**src/rtl/arb_pkg.sv**
```systemverilog
// Shared types and default sizing for the I/D memory port arbiter.
package arb_pkg;

  typedef enum logic [1:0] {
    IDLE,
    ISSUE,
    WAIT,
    DONE
  } arb_state_t;

  typedef enum logic {
    OWN_I,
    OWN_D
  } arb_owner_t;

  localparam int unsigned DEF_ADDR_W     = 32;
  localparam int unsigned DEF_DATA_W     = 32;
  localparam int unsigned DEF_MEM_LAT    = 1;
  localparam int unsigned DEF_STARVE_MAX = 4;

endpackage

```
**src/rtl/arb_starve_ctr.sv**
```systemverilog
// Saturating count of D grants made while I was waiting; at_max forces an I grant.
module arb_starve_ctr #(
  parameter int unsigned MAX = 4
) (
  input  logic clk,
  input  logic reset,
  input  logic inc,
  input  logic clr,
  output logic at_max
);

  localparam int unsigned CW = $clog2(MAX + 1);

  logic [CW-1:0] cnt_q;

  // Clear wins over increment; increment saturates at MAX.
  always_ff @(posedge clk or posedge reset) begin
    if (reset) begin
      cnt_q <= '0;
    end else if (clr) begin
      cnt_q <= '0;
    end else if (inc && (cnt_q != CW'(MAX))) begin
      cnt_q <= cnt_q + CW'(1);
    end
  end

  assign at_max = (cnt_q == CW'(MAX));

endmodule

```
**src/rtl/mem_port_arbiter.sv**
```systemverilog
// Shares one single-port memory between the fetch (I) and data (D) ports.
// D has fixed priority; after STARVE_MAX consecutive D grants with I waiting, I is forced.
// One access in flight at a time; every output is registered.
// Optional: define ARB_MISALIGN_CHECK_EN to reject misaligned D accesses and flag d_err.
module mem_port_arbiter
  import arb_pkg::*;
#(
  parameter int unsigned ADDR_W     = DEF_ADDR_W,
  parameter int unsigned DATA_W     = DEF_DATA_W,
  parameter int unsigned MEM_LAT    = DEF_MEM_LAT,
  parameter int unsigned STARVE_MAX = DEF_STARVE_MAX
) (
  input  logic              clk,
  input  logic              reset,
  input  logic              i_req,
  input  logic [ADDR_W-1:0] i_addr,
  output logic              i_ready,
  output logic [DATA_W-1:0] i_rdata,
  input  logic              d_req,
  input  logic              d_we,
  input  logic [ADDR_W-1:0] d_addr,
  input  logic [DATA_W-1:0] d_wdata,
  output logic              d_ready,
  output logic [DATA_W-1:0] d_rdata,
  output logic              d_err,
  output logic              mem_en,
  output logic              mem_we,
  output logic [ADDR_W-1:0] mem_addr,
  output logic [DATA_W-1:0] mem_wdata,
  input  logic [DATA_W-1:0] mem_rdata
);

  localparam int unsigned LAT_W = $clog2(MEM_LAT + 1);

  arb_state_t        state_q, state_d;
  arb_owner_t        owner_q, owner_d;
  logic [ADDR_W-1:0] addr_q, addr_d;
  logic              we_q, we_d;
  logic [DATA_W-1:0] wdata_q, wdata_d;
  logic [LAT_W-1:0]  lat_q, lat_d;

  logic              i_ready_d, d_ready_d, mem_en_d, mem_we_d;
  logic [DATA_W-1:0] i_rdata_d, d_rdata_d, mem_wdata_d;
  logic [ADDR_W-1:0] mem_addr_d;

  logic starve_inc, starve_clr, starve_at_max;

  // Word-offset bits are dropped on the way to memory.
  logic unused_addr_bits;
  assign unused_addr_bits = ^{i_addr[1:0], d_addr[1:0]};

  arb_starve_ctr #(
    .MAX (STARVE_MAX)
  ) u_starve_ctr (
    .clk    (clk),
    .reset  (reset),
    .inc    (starve_inc),
    .clr    (starve_clr),
    .at_max (starve_at_max)
  );

`ifdef ARB_MISALIGN_CHECK_EN
  logic err_set, d_err_q;

  // Sticky misalign flag, cleared only by reset.
  always_ff @(posedge clk or posedge reset) begin
    if (reset) begin
      d_err_q <= 1'b0;
    end else if (err_set) begin
      d_err_q <= 1'b1;
    end
  end

  assign d_err = d_err_q;
`else
  assign d_err = 1'b0;
`endif

  // Arbitration, sequencing and next values of the registered outputs.
  always_comb begin
    state_d     = state_q;
    owner_d     = owner_q;
    addr_d      = addr_q;
    we_d        = we_q;
    wdata_d     = wdata_q;
    lat_d       = lat_q;
    starve_inc  = 1'b0;
    starve_clr  = 1'b0;
    i_ready_d   = 1'b0;
    d_ready_d   = 1'b0;
    i_rdata_d   = i_rdata;
    d_rdata_d   = d_rdata;
    mem_en_d    = 1'b0;
    mem_we_d    = 1'b0;
    mem_addr_d  = '0;
    mem_wdata_d = '0;
`ifdef ARB_MISALIGN_CHECK_EN
    err_set     = 1'b0;
`endif
    case (state_q)
      IDLE: begin
        if (!i_req) starve_clr = 1'b1;
        if (d_req && !(i_req && starve_at_max)) begin
          owner_d    = OWN_D;
          addr_d     = {d_addr[ADDR_W-1:2], 2'b00};
          we_d       = d_we;
          wdata_d    = d_wdata;
          starve_inc = i_req;
          state_d    = ISSUE;
`ifdef ARB_MISALIGN_CHECK_EN
          // Misaligned D access never reaches memory; complete it at once with an error.
          if (d_addr[1:0] != 2'b00) begin
            state_d   = DONE;
            d_ready_d = 1'b1;
            d_rdata_d = '0;
            err_set   = 1'b1;
          end
`endif
        end else if (i_req) begin
          owner_d    = OWN_I;
          addr_d     = {i_addr[ADDR_W-1:2], 2'b00};
          we_d       = 1'b0;
          wdata_d    = '0;
          starve_clr = 1'b1;
          state_d    = ISSUE;
        end
      end
      ISSUE: begin
        lat_d   = LAT_W'(MEM_LAT);
        state_d = WAIT;
      end
      WAIT: begin
        lat_d = lat_q - LAT_W'(1);
        // mem_rdata is valid in the cycle the count steps down to zero.
        if (lat_q == LAT_W'(1)) begin
          state_d = DONE;
          if (owner_q == OWN_I) begin
            i_ready_d = 1'b1;
            i_rdata_d = mem_rdata;
          end else begin
            d_ready_d = 1'b1;
            d_rdata_d = we_q ? '0 : mem_rdata;
          end
        end
      end
      DONE: state_d = IDLE;
      default: state_d = IDLE;
    endcase
    if (state_d == ISSUE) begin
      mem_en_d    = 1'b1;
      mem_we_d    = we_d;
      mem_addr_d  = addr_d;
      mem_wdata_d = wdata_d;
    end
  end

  // State, request latches and registered outputs.
  always_ff @(posedge clk or posedge reset) begin
    if (reset) begin
      state_q   <= IDLE;
      owner_q   <= OWN_I;
      addr_q    <= '0;
      we_q      <= 1'b0;
      wdata_q   <= '0;
      lat_q     <= '0;
      i_ready   <= 1'b0;
      i_rdata   <= '0;
      d_ready   <= 1'b0;
      d_rdata   <= '0;
      mem_en    <= 1'b0;
      mem_we    <= 1'b0;
      mem_addr  <= '0;
      mem_wdata <= '0;
    end else begin
      state_q   <= state_d;
      owner_q   <= owner_d;
      addr_q    <= addr_d;
      we_q      <= we_d;
      wdata_q   <= wdata_d;
      lat_q     <= lat_d;
      i_ready   <= i_ready_d;
      i_rdata   <= i_rdata_d;
      d_ready   <= d_ready_d;
      d_rdata   <= d_rdata_d;
      mem_en    <= mem_en_d;
      mem_we    <= mem_we_d;
      mem_addr  <= mem_addr_d;
      mem_wdata <= mem_wdata_d;
    end
  end

endmodule

```
**config.mk**
```make
export PLATFORM = sky130hd
export DESIGN_NAME = mem_port_arbiter
export DESIGN_NICKNAME = d
export VERILOG_FILES = /design/src/rtl/arb_pkg.sv /design/src/rtl/arb_starve_ctr.sv /design/src/rtl/mem_port_arbiter.sv
export SDC_FILE = /design/constraint.sdc
export NUM_CORES = 1
export LEC_CHECK = 0
export BUFFER_PORTS_ARGS = -buffer_cell sky130_fd_sc_hd__buf_2
export CAP_MARGIN = 20
export CORE_MARGIN = 1.5
export CORE_UTILIZATION = 45
export CTS_CLUSTER_DIAMETER = 50
export DETAILED_ROUTE_END_ITERATION = 10
export GPL_ROUTABILITY_DRIVEN = 0
export GPL_TIMING_DRIVEN = 1
export HOLD_SLACK_MARGIN = 0.1
export PLACE_DENSITY = 0.7
export RECOVER_POWER = 25
export SYNTH_ARGS = -nofsm -noshare
export SYNTH_HDL_FRONTEND = slang
export SYNTH_SLANG_ARGS = --single-unit
```
**constraint.sdc**
```tcl
create_clock -name clk -period 8.6 [get_ports clk]
set_input_delay 0.86 -clock clk [delete_from_list [all_inputs] [get_ports clk]]
set_output_delay 0.86 -clock clk [all_outputs]
set_load 0.02 [all_outputs]
```
# ---- Yosys cells after proc, flatten, opt, wreduce, memory -nomap -nowiden
# Index checks and enable logic that the tools add are counted.
dict set report totals {
  register_bits 204
  input_bits 133
  wordCells 70
}
dict set report classes {
  n_addsub 2
  n_eq_ne 6
  mux 35
  bitwise 1
  n_reduce_logical 11
}
# operator n
set ops {}
lappend ops {{$mux W32} 9}
lappend ops {{$mux W1} 19}
lappend ops {{$pmux W2 S4} 1}
lappend ops {{$mux W2} 3}
lappend ops {{$mux W3} 2}
lappend ops {{$reduce_and A3 Y1} 2}
lappend ops {{$reduce_bool A2 Y1} 3}
lappend ops {{$eq A2 B1 Y1 const B} 2}
lappend ops {{$eq A2 B2 Y1 const B} 2}
lappend ops {{$add A3 B1 Y3 const B} 1}
lappend ops {{$eq A3 B3 Y1 const B} 1}
lappend ops {{$logic_and A1 B1 Y1} 3}
lappend ops {{$ne A3 B3 Y1 const B} 1}
lappend ops {{$logic_not A2 Y1} 1}
lappend ops {{$pmux W1 S2} 1}
lappend ops {{$reduce_and A2 Y1} 1}
lappend ops {{$logic_not A1 Y1} 1}
lappend ops {{$not A1 Y1} 1}
lappend ops {{$sub A1 B1 Y1 const B} 1}

# ---- Depth between registers and ports, before layout
# Gate-level depths: netlist of run 1.
dict set report logic_depth {
  ltp_word 9
  depth_mapped 7
  mapped_depth_nobuf 5
}

# ---- By module
# From an unflattened synthesis of run 1, not the netlist that was laid out.
dict set report hier_totals {
  hier_cells 796
  area_unflattened_um2 9071.2
}
# module instances cells_each area_per_inst_um2 seq_area_each_um2
set modules_own_cells {}
lappend modules_own_cells {mem_port_arbiter 1 777 8874.8 5029.8}
lappend modules_own_cells {arb_starve_ctr 1 19 196.4 75.1}

# ---- Worst setup path before layout of run 1
# OpenSTA, ideal clock, no wires.
dict set report synth_timing {
  path_type {input-to-reg}
  start {input d_req}
  end {register mem_wdata[21]}
  arrival_time_ns 1.896
  setup_slack_ns 6.580
  stages 6
  path_buffers 3
  cell_sequence {buf_2 -> nor4b_1 -> a211o_1 -> buf_4 -> buf_2 -> nor2_1}
}
dict set report synth_between {
  elab_chain_len 5
  elab_cells_between_ends 7
  classes_between {eq/ne: 1; mux: 5; reduce/logical: 1}
}
# item line
set synth_lines {}
lappend synth_lines {{start, declared} mem_port_arbiter.sv:19} ;# input logic d_req,
lappend synth_lines {{$logic_and A1 B1 Y1 (*)} mem_port_arbiter.sv:103} ;# if (d_req && !(i_req && starve_at_max)) begin
lappend synth_lines {{$mux W2} mem_port_arbiter.sv:103}
lappend synth_lines {{$pmux W2 S4} mem_port_arbiter.sv:100} ;# case (state_q)
lappend synth_lines {{$eq A2 B1 Y1} mem_port_arbiter.sv:149} ;# if (state_d == ISSUE) begin
lappend synth_lines {{$mux W32 (*)} mem_port_arbiter.sv:149}
lappend synth_lines {{named net mem_wdata_d[21]} mem_port_arbiter.sv:43} ;# logic [DATA_W-1:0] i_rdata_d, d_rdata_d, mem_wdata_d;
lappend synth_lines {{end signal, assigned} mem_port_arbiter.sv:188} ;# mem_wdata <= mem_wdata_d;
lappend synth_lines {{end, declared} mem_port_arbiter.sv:29} ;# output logic [DATA_W-1:0] mem_wdata,
# The timed path passes the listed nets; every way through them passes the cells marked *.
# A chain may end at the register's enable or synchronous reset.

==> impl_metrics.toml, run 1 <==
[outcome]
status = "complete, but fails checks"
violations = "max-capacitance violations, max-slew violations"

[clock_network]
clkSlewWorstSetupHoldPaths_ps = 50
cts_resized = 0
clk_path_buf_depth = 3
cts_tree = "built"
htree_levels = 1
cts_root_buf = "clkbuf_16"
ctsHoldBuffers = 0
cts_sinks = 204
clock_latency_ps = 500
cts_buffers = 23
cts_setup_buffers = 0

[floorplan]
placementRows = 49
die_area_um2 = 18900
num_io_pins = 266
die_x_um = 138
core_um2 = 17800
initial_core_util_pct = 45.6
die-height_um = 138

[power_and_ir_drop]
power_density_nw_per_um2 = 387
max-vdd-ir-drop_mv = 0.218
p_leak_nw = 5.22

[logic_synthesis]
synth_edf_count = 0
async_flop_share_pct = 100
synth_area_um2 = 8140
yosysTopAreaCell = "dfrtp_1"
synth-seq-cells = 204
synth_top_area_share_pct = 62.7
avgSynthCellArea_um2 = 11.3
synth_fp_nets = 856
ys_seq_area_share_pct = 62.7
synthTopCellsByArea = "dfrtp_1 (63%), nand2b_1 (4.8%), mux2_2 (4.4%), a32oi_1 (3.5%), o32ai_1 (3.2%)"
yosys.cell_count.top_type = "dfrtp_1"
yosys.cell_types.count = 34
synth_common_cells = "dfrtp_1 (204), nor2_1 (64), nand2b_1 (63)"
synth_cells = 718
yosys_warnings = 0
synth_ff_type = "dfrtp_1"

[timing]
tns_ps = 0
rsz0062_at_grt = "false"
slew_headroom_pct = -263
fin_skew_ps = 8.68
fin_crit_sh_pct = 51.7
setup_viol = 0
period_needed_ps = 4440
finalHoldViolCount = 0
tightest_slew_ps = 5420
clock.fmax_mhz = 225
drv_slew = 198

[detailed_routing]
num_vias = 6308
post_drt_wl_per_cell_um = 16.7
drc = 0
first_pass_iters = 5
drt-vias-per-instance = 5.24
ant_nets = 0
routed_wl_mm = 20.1
drt_iter0_drc = 332

[grt]
antenna_found_initial = 1
grt_start_max_net_pins = 126
overflow = 0
grt_pass1_wl_mm = 31.1
globalRouteTotalUtil_pct = 20.8
grt_pass1_vias = 6182

[critical_path]
ff2ff_setup_slack_ps = 5840
worstPathCellList = "buf_2 > clkinvlp_2"
rr_startpoint = "state_q[0]"
worst-path-buf-inv = 2
reg2reg_to = "i_rdata[4]"
critPathLaunchType = "input pin"
cp_max_fo = 125
critPathKind = "in2async"
r2r_cells = 5
critPathTopFamily = "buffers and inverters"
cp.required_ps = 8210
endpoint_kind = "asynchronous set/reset pin"
worst_ep_arrival_time_ps = 4050
cp-startpoint = "reset"
slowest_delay_ps = 3010
slowest_stage = "clkinvlp_2"
worst-path-stages = 2
crit_end = "mem_addr[0]"

[finish]
finish.utilization_pct = 57.9
fin_nets = 1098
seq_area_um2 = 5100
fillCellCount = 1570
post_route_cells_drive_above_1_share_pct = 35.6
syn_to_final_growth_pct = 26.9
multiInputGateArea_um2 = 2640

[hold_path]
hold_class = "reg2reg"

[run]
maxCapViolCount = 3

[place]
port_buffers = 260
hpwl_mm = 12.4
sequential cells by signal, summed over array words and instances (netlist names):
register	count
d_ready	1
we_q	1
mem_we	1
owner_q	1
lat_q	1
d_rdata	32
mem_addr	32
state_q	2
wdata_q	32
i_ready	1
i_rdata	32
mem_en	1
addr_q	32
mem_wdata	32
u_starve_ctr.cnt_q	3
through the flow:
step           area (um^2)  hold slack [ps]  total power (W)  setup WS (ps)  instances
4_1_cts              10300              468          0.00402           5910       1200
2_1_floorplan         8140              434          0.00261           2170        718
3_5_place_dp          9610              454          0.00310           5390       1162
5_1_grt              10300              483          0.00426           3220       1203
3_3_place_gp          9590              450          0.00306           5390       1161
6_report             10300              463          0.00399           4160       1203
cell usage in the layout (no fill, tap or decap), drive strengths merged, types with 3 or more instances in the layout:
cell type and count:
inv 43, ha 5, o21ai 35, nand2b 63
a21oi 33, buf 270, nor2 64, nor3 30
nand3 5, dfrtp 204, clkinv 3, a32oi 33
nor4 30, clkbuf 36, nand2 39, mux2 32
o32ai 30, and2 3
final cells by class:
| class | instances | area share, % |
|---|---|---|
| Antenna cell | 1 | 0.0242 |
| Clock buffer | 33 | 6.13 |
| Clock inverter | 5 | 0.521 |
| Inverter | 43 | 1.57 |
| Multi-Input combinational cell | 415 | 25.6 |
| Sequential cell | 204 | 49.4 |
| Tap cell | 229 | 2.77 |
| Timing Repair Buffer | 273 | 14.0 |
kinds of logic after synthesis:
logic type,count (synthesis),synth area share [%]
mux,32,4.43
simple gates,240,15.6
fa+ha+maj,5,0.768
other cells,1,0.0461
compound gates,137,11.5
buf+inv,99,4.99
flops,204,62.7
how the worst min path moves through the flow:
stage	slack, ps	depth (start not counted)	startpoint	to
6_report	460	2	wdata_q[20]	wdata_q[20]
4_1_cts	470	2	wdata_q[20]	wdata_q[20]
2_1_floorplan	430	2	wdata_q[17]	wdata_q[17]
5_1_grt	480	2	wdata_q[17]	wdata_q[17]
3_5_place_dp	450	2	wdata_q[15]	wdata_q[15]
3_3_place_gp	450	2	wdata_q[30]	wdata_q[30]
where the power goes:
group	switching [W]	internal [W]	total [W]
sequential	0.000148	0.00136	0.00151
clock	0.000368	0.000538	0.000906
combinational	0.00100	0.000581	0.00158
total	0.00152	0.00248	0.00399
routing by layer:
| metal | global-route usage (%) | wire, um | vias to the layer above |
|---|---|---|---|
| met2 | 33.8 | 9480 | 253 |
| li1 | - | - | 2991 |
| met1 | 27.7 | 8510 | 3043 |
| met4 | 5.50 | 299 | 0 |
| met5 | 0 | 0 | - |
| met3 | 5.37 | 1820 | 21 |
Power figures use the tool's default switching activity.
==> run 2, diff against run 1 <==
--- a/config.mk
+++ b/config.mk
@@ -5,6 +5,7 @@
 export SDC_FILE = /design/constraint.sdc
 export NUM_CORES = 1
 export LEC_CHECK = 0
+export ABC_AREA = 1
 export BUFFER_PORTS_ARGS = -buffer_cell sky130_fd_sc_hd__buf_2
 export CAP_MARGIN = 20
 export CORE_MARGIN = 1.5
@@ -14,7 +15,7 @@
 export GPL_ROUTABILITY_DRIVEN = 0
 export GPL_TIMING_DRIVEN = 1
 export HOLD_SLACK_MARGIN = 0.1
-export PLACE_DENSITY = 0.7
+export PLACE_DENSITY = 0.72
 export RECOVER_POWER = 25
 export SYNTH_ARGS = -nofsm -noshare
 export SYNTH_HDL_FRONTEND = slang
==> constraint.sdc (replaced) <==
create_clock -name clk -period 4.05 [get_ports clk]
set_input_delay 0.405 -clock clk [delete_from_list [all_inputs] [get_ports clk]]
set_output_delay 0.405 -clock clk [all_outputs]
set_load 0.02 [all_outputs]
==> run 2 against run 1 <==
  * Hold slack worse by 340 ps
  * Combinational power is 130% higher
  * Sequential share of layout area is 1.4 points lower
  * Total power is 120% higher
  * Synthesized area is 4.8% higher
  * The run now ends clean
  * Flip-flop and latch count stayed put
==> impl_metrics.toml, run 2 <==
[outcome]
status = "complete, no violations"

[timing]
period_needed_ps = 2350
tns_ps = 0
fin_ws_ps = 1700
clock.fmax_mhz = 425
drv_slew = 0
fin_skew_ps = 13.1
tightest_slew_ps = 1020
setup_viol = 0
fin_crit_sh_pct = 58.1
slew_headroom_pct = 32.1
rsz0062_at_grt = "false"
finalHoldViolCount = 0

[logic_synthesis]
synth_edf_count = 0
synth_cells = 911
synth_area_um2 = 8540
ys_seq_area_share_pct = 59.8
synth_top_area_share_pct = 59.8
synth_fp_nets = 1049
yosys.cell_count.top_type = "nand2_1"
avgSynthCellArea_um2 = 9.37
yosys_warnings = 0
synth_ff_type = "dfrtp_1"
async_flop_share_pct = 100
synthTopCellsByArea = "dfrtp_1 (60%), nand2_1 (11%), nand3_1 (5.6%), or2_0 (3.7%), o21ai_2 (2.8%)"
synth-seq-cells = 204
yosys.cell_types.count = 29
synth_common_cells = "nand2_1 (254), dfrtp_1 (204), nand3_1 (96)"
yosysTopAreaCell = "dfrtp_1"

[grt]
grt.busiest_layer = "met2"
grt_start_max_net_pins = 90
grt_pass1_vias = 6710
antenna_found_initial = 1
globalRouteTotalUtil_pct = 21.1
overflow = 0
grt_pass1_wl_mm = 33.7
met3_usage_pct = 4.72
use_met2_pct = 35.9
use_met1_pct = 27.3

[detailed_routing]
ant_nets = 0
drt-vias-per-instance = 4.77
drt_iter0_drc = 236
num_vias = 6697
drc = 0
routed_wl_mm = 20.9
first_pass_iters = 4
post_drt_wl_per_cell_um = 14.9

[run]
maxCapViolCount = 0

[critical_path]
r2r_cells = 8
worst_ep_arrival_time_ps = 2770
critPathKind = "reg2reg"
endpoint_kind = "flop"
cp_max_fo = 64
critPathLaunchType = "flop"
cp.required_ps = 4470

[place]
port_buffers = 260
placed_area_um2 = 9880
dp_slack_ps = 1640
hpwl_mm = 13.4

[power_and_ir_drop]
p_leak_nw = 5.48
power_density_nw_per_um2 = 843
max-vdd-ir-drop_mv = 0.362

[floorplan]
num_io_pins = 266
die_area_um2 = 19800
die_x_um = 141
die-height_um = 141
initial_core_util_pct = 45.8
placementRows = 50
core_um2 = 18600

[clock_network]
clkSlewWorstSetupHoldPaths_ps = 60
cts_sinks = 204
clk_path_buf_depth = 3
cts_buffers = 24
cts_root_buf = "clkbuf_16"
htree_levels = 1
clock_latency_ps = 500
cts_tree = "built"

[hold_path]
hold_class = "in2reg"
worstHoldPathCells = 3

[finish]
num_antenna_cells = 0
syn_to_final_growth_pct = 24.7
mostFrequentLayoutCells = "nand2_1 (254), dfrtp_1 (204), buf_2 (170), nand3_1 (96), clkbuf_1 (92)"
finish.utilization_pct = 57.1
final_area_um2 = 10600
post_route_cells_drive_above_1_share_pct = 27.6
fillCellCount = 1724
final_common_cell = "nand2_1"
fin_nets = 1291
run 2: final timing paths:
path | startpoint | slack, ps | to
setup / recovery | u_starve_ctr.cnt_q[0] | 1700 | mem_addr[4]
hold / removal | mem_rdata[10] | 130 | i_rdata[10]
setup reg to reg | u_starve_ctr.cnt_q[0] | 1700 | mem_addr[4]
hold reg to reg | i_rdata[17] | 470 | i_rdata[17]
max in group asynchronous | reset | 2580 | d_rdata[30]
min in group asynchronous | reset | 410 | i_rdata[23]
run 2: kinds of logic (layout without fill, tap and decap cells):
| kind of cell | Yosys count | in the layout | synth area share [%] |
|---|---|---|---|
| fa+ha+maj | 5 | 5 | 0.733 |
| mux | 1 | 1 | 0.132 |
| flops | 204 | 204 | 59.8 |
| buf+inv | 136 | 395 | 7.62 |
| xor+xnor | 1 | 1 | 0.103 |
| simple gates | 492 | 492 | 26.2 |
| compound gates | 71 | 71 | 5.35 |
| other cells | 1 | 1 | 0.0439 |
run 2: area by class of cell:
type	count	area (um^2)	area share, %
sequential	204	5100	48.0
multi-input combinational	571	2790	26.2
timing repair buffer	273	1330	12.5
clock buffer	32	702	6.60
inverter	79	298	2.80
tap	234	293	2.75
clock inverter	11	116	1.09
run 2: per-stage QoR:
stage	power [W]	hold WS, ps	std cells
2_1_floorplan	0.00589	431	911
3_3_place_gp	0.00683	447	1358
3_5_place_dp	0.00694	453	1358
4_1_cts	0.00913	110	1401
5_1_grt	0.00964	123	1404
6_report	0.00897	125	1404
run 2: metal layers:
| layer | vias to the layer above | wire [um] |
|---|---|---|
| li1 | 3293 | - |
| met1 | 3126 | 9100 |
| met2 | 245 | 9740 |
| met3 | 33 | 1590 |
| met4 | 0 | 422 |
| met5 | - | 0 |
run 2: power breakdown:
group / internal [W] / leakage (nW) / switching [W] / total, W
Sequential: 0.00288 / 2.59 / 0.000301 / 0.00318
Combinational: 0.00106 / 2.49 / 0.00258 / 0.00364
Clock: 0.00130 / 0.401 / 0.000854 / 0.00215
run 2: critical path: stages (launching register included):
cell and delay (ps):
dfrtp_1 390, inv_1 100, ha_1 200, nand3_4 330, nand2_4 810, nand2_1 140
nand3_1 130, nand2_1 80, nor2_1 90
run 2: repair_timing:
item                      4_1_cts  5_1_grt
hold endpoints to repair        0        7
hold buffers                    0        1
setup buffers                   0        0
resized for setup               0        0
==> run 3, diff against run 2 <==
--- a/config.mk
+++ b/config.mk
@@ -15,7 +15,7 @@
 export GPL_ROUTABILITY_DRIVEN = 0
 export GPL_TIMING_DRIVEN = 1
 export HOLD_SLACK_MARGIN = 0.1
-export PLACE_DENSITY = 0.72
+export PLACE_DENSITY = 0.7
 export RECOVER_POWER = 25
 export SYNTH_ARGS = -nofsm -noshare
 export SYNTH_HDL_FRONTEND = slang
==> constraint.sdc (replaced) <==
create_clock -name clk -period 2.3 [get_ports clk]
set_input_delay 0.23 -clock clk [delete_from_list [all_inputs] [get_ports clk]]
set_output_delay 0.23 -clock clk [all_outputs]
set_load 0.02 [all_outputs]
==> run 3 against run 2 <==
  * Routed wire length rose by 5.1%
  * Clock power increased by 85%
  * Critical path type unchanged
  * First-iteration DRC count grew 32%
  * Largest power group unchanged
  * Clock skew increased by 12 ps
  * Design area grew 10%
  * Critical path depth fell by 1
  * Sequential power grew 76%
  * Combinational power is 87% higher
  * Global-route usage rose by 0.93 points
  * Count of clock-buffer cells in the layout grew 1
==> impl_metrics.toml, run 3 (same netlist as run 2, synthesis figures left out) <==
[finish]
fin_nets = 1387
final_common_cell = "buf_2"
fillCellCount = 1510
layoutNonFillerInstCount = 1501
finish.utilization_pct = 62.9
post_route_cells_drive_above_1_share_pct = 32.8
seq_area_um2 = 5100
multiInputGateArea_um2 = 2790
syn_to_final_growth_pct = 37.4
num_antenna_cells = 0
mostFrequentLayoutCells = "buf_2 (259), nand2_1 (254), dfrtp_1 (204), nand3_1 (96), dlygate4sd3_1 (91)"

[grt]
grt_pass1_wl_mm = 35.2
globalRouteTotalUtil_pct = 22.0
grt_start_max_net_pins = 105
overflow = 0
grt_pass1_vias = 7155
antenna_found_initial = 0

[detailed_routing]
drc = 0
num_vias = 7233
post_drt_wl_per_cell_um = 14.6
drt_iter0_drc = 312
first_pass_iters = 5
ant_nets = 0
drt-vias-per-instance = 4.82
routed_wl_mm = 21.9

[hold_path]
hold_class = "in2reg"
min_from = "d_addr[5]"

[critical_path]
r2r_cells = 7
endpoint_kind = "flop"
worst-path-buf-inv = 2
cp_max_fo = 32
worstPathCellList = "inv_1 > ha_1 > nand2_1 > nor2_2 > inv_2 > nand2_1 > nand2_1"
slowest_stage = "dfrtp_1"
critPathKind = "reg2reg"
path_common_cell = "nand2_1"
reg2reg_to = "i_rdata[19]"
slowest_delay_ps = 360
cp.required_ps = 2680
worst_ep_arrival_time_ps = 2210
rr_startpoint = "state_q[0]"
critPathLaunchType = "flop"
cp-startpoint = "state_q[0]"
ff2ff_setup_slack_ps = 470
crit_end = "i_rdata[19]"
critPathTopFamily = "simple AND/OR/NAND/NOR gates"
worst-path-stages = 7

[place]
dp.cells = 1365
hpwl_mm = 13.5
port_buffers = 260

[power_and_ir_drop]
p_int_w = 0.00975
switching_power_w = 0.00664
power_density_nw_per_um2 = 1400
clkPwrFrac_pct = 24.2
max-vdd-ir-drop_mv = 0.603
switching_share_pct = 40.5
p_comb_share_pct = 41.5
p_leak_nw = 6.23
seqPwrFrac_pct = 34.2
power_w = 0.0164

[timing]
finalHoldViolCount = 0
tightest_slew_ps = 1390
fin_skew_ps = 25.0
clock.fmax_mhz = 548
setup_viol = 0
rsz0062_at_grt = "false"
period_needed_ps = 1830
slew_headroom_pct = 7.37
fin_crit_sh_pct = 79.4
drv_slew = 0

[floorplan]
num_io_pins = 266
core_um2 = 18600
placementRows = 50
die-height_um = 141
die_x_um = 141
die_area_um2 = 19800
initial_core_util_pct = 45.8

[clock_network]
clkSlewWorstSetupHoldPaths_ps = 60
cts_sinks = 204
cts_resized = 0
htree_levels = 1
clk_path_buf_depth = 3
clock_latency_ps = 510
cts_tree = "built"
cts_root_buf = "clkbuf_16"
cts_buffers = 25

[outcome]
status = "complete, no violations"

[run]
maxCapViolCount = 0
==> run 3: worst min path at each step <==
| stage | cells after the start | slack (ps) | endpoint |
|---|---|---|---|
| CTS | 5 | 100 | addr_q[2] |
| global route | 5 | 130 | addr_q[3] |
| global placement | 3 | 450 | i_rdata[16] |
| floorplan | 2 | 350 | i_rdata[25] |
| detailed placement | 2 | 450 | addr_q[1] |
| finish | 5 | 110 | addr_q[5] |
==> run 3: power groups by stage <==
stage | combinational [W] | clock, W | sequential (W)
5_1_grt | 0.00758 | 0.00423 | 0.00575
3_3_place_gp | 0.00659 | 0 | 0.00561
3_5_place_dp | 0.00672 | 0 | 0.00565
4_1_cts | 0.00686 | 0.00406 | 0.00560
6_report | 0.00681 | 0.00397 | 0.00561
2_1_floorplan | 0.00367 | 0 | 0.00670
==> run 3: worst register-to-register path: stages (launching register included) <==
cell and delay (ps):
dfrtp_1 360, inv_1 140, ha_1 180, nand2_1 100
nor2_2 320, inv_2 350, nand2_1 190, nand2_1 70
==> run 3: final cells by class <==
class | instances | area share, %
Sequential cell | 204 | 43.5
Clock buffer | 33 | 5.85
Inverter | 79 | 2.54
Tap cell | 234 | 2.50
Timing Repair Buffer | 368 | 20.4
Clock inverter | 12 | 1.42
Multi-Input combinational cell | 571 | 23.8
==> run 3: through the flow <==
step                      hold WS (ps)  instance area [um^2]  setup TNS [ps]  setup slack [ps]
after global routing               133                 11700               0               283
after CTS                          103                 11800               0               479
final                              111                 11700               0               474
after detailed placement           448                  9990               0               472
after global placement             447                  9990               0               558
after floorplan                    347                  8540         -117150              -574
==> run 3: timing repair <==
| item | CTS | global route |
|---|---|---|
| setup endpoints to repair | 0 | 0 |
| buffers inserted | 0 | 0 |
| endpoints found under the hold margin | 361 | 0 |
| hold buffers | 91 | 0 |
==> run 3: per-layer routing <==
metal	share of wire [%]	vias up	global-route usage, %
met4	1.8	0	5.70
met5	0	-	0
met3	7.7	37	4.38
met1	42	3395	28.5
met2	48	305	37.9
li1	-	3496	-
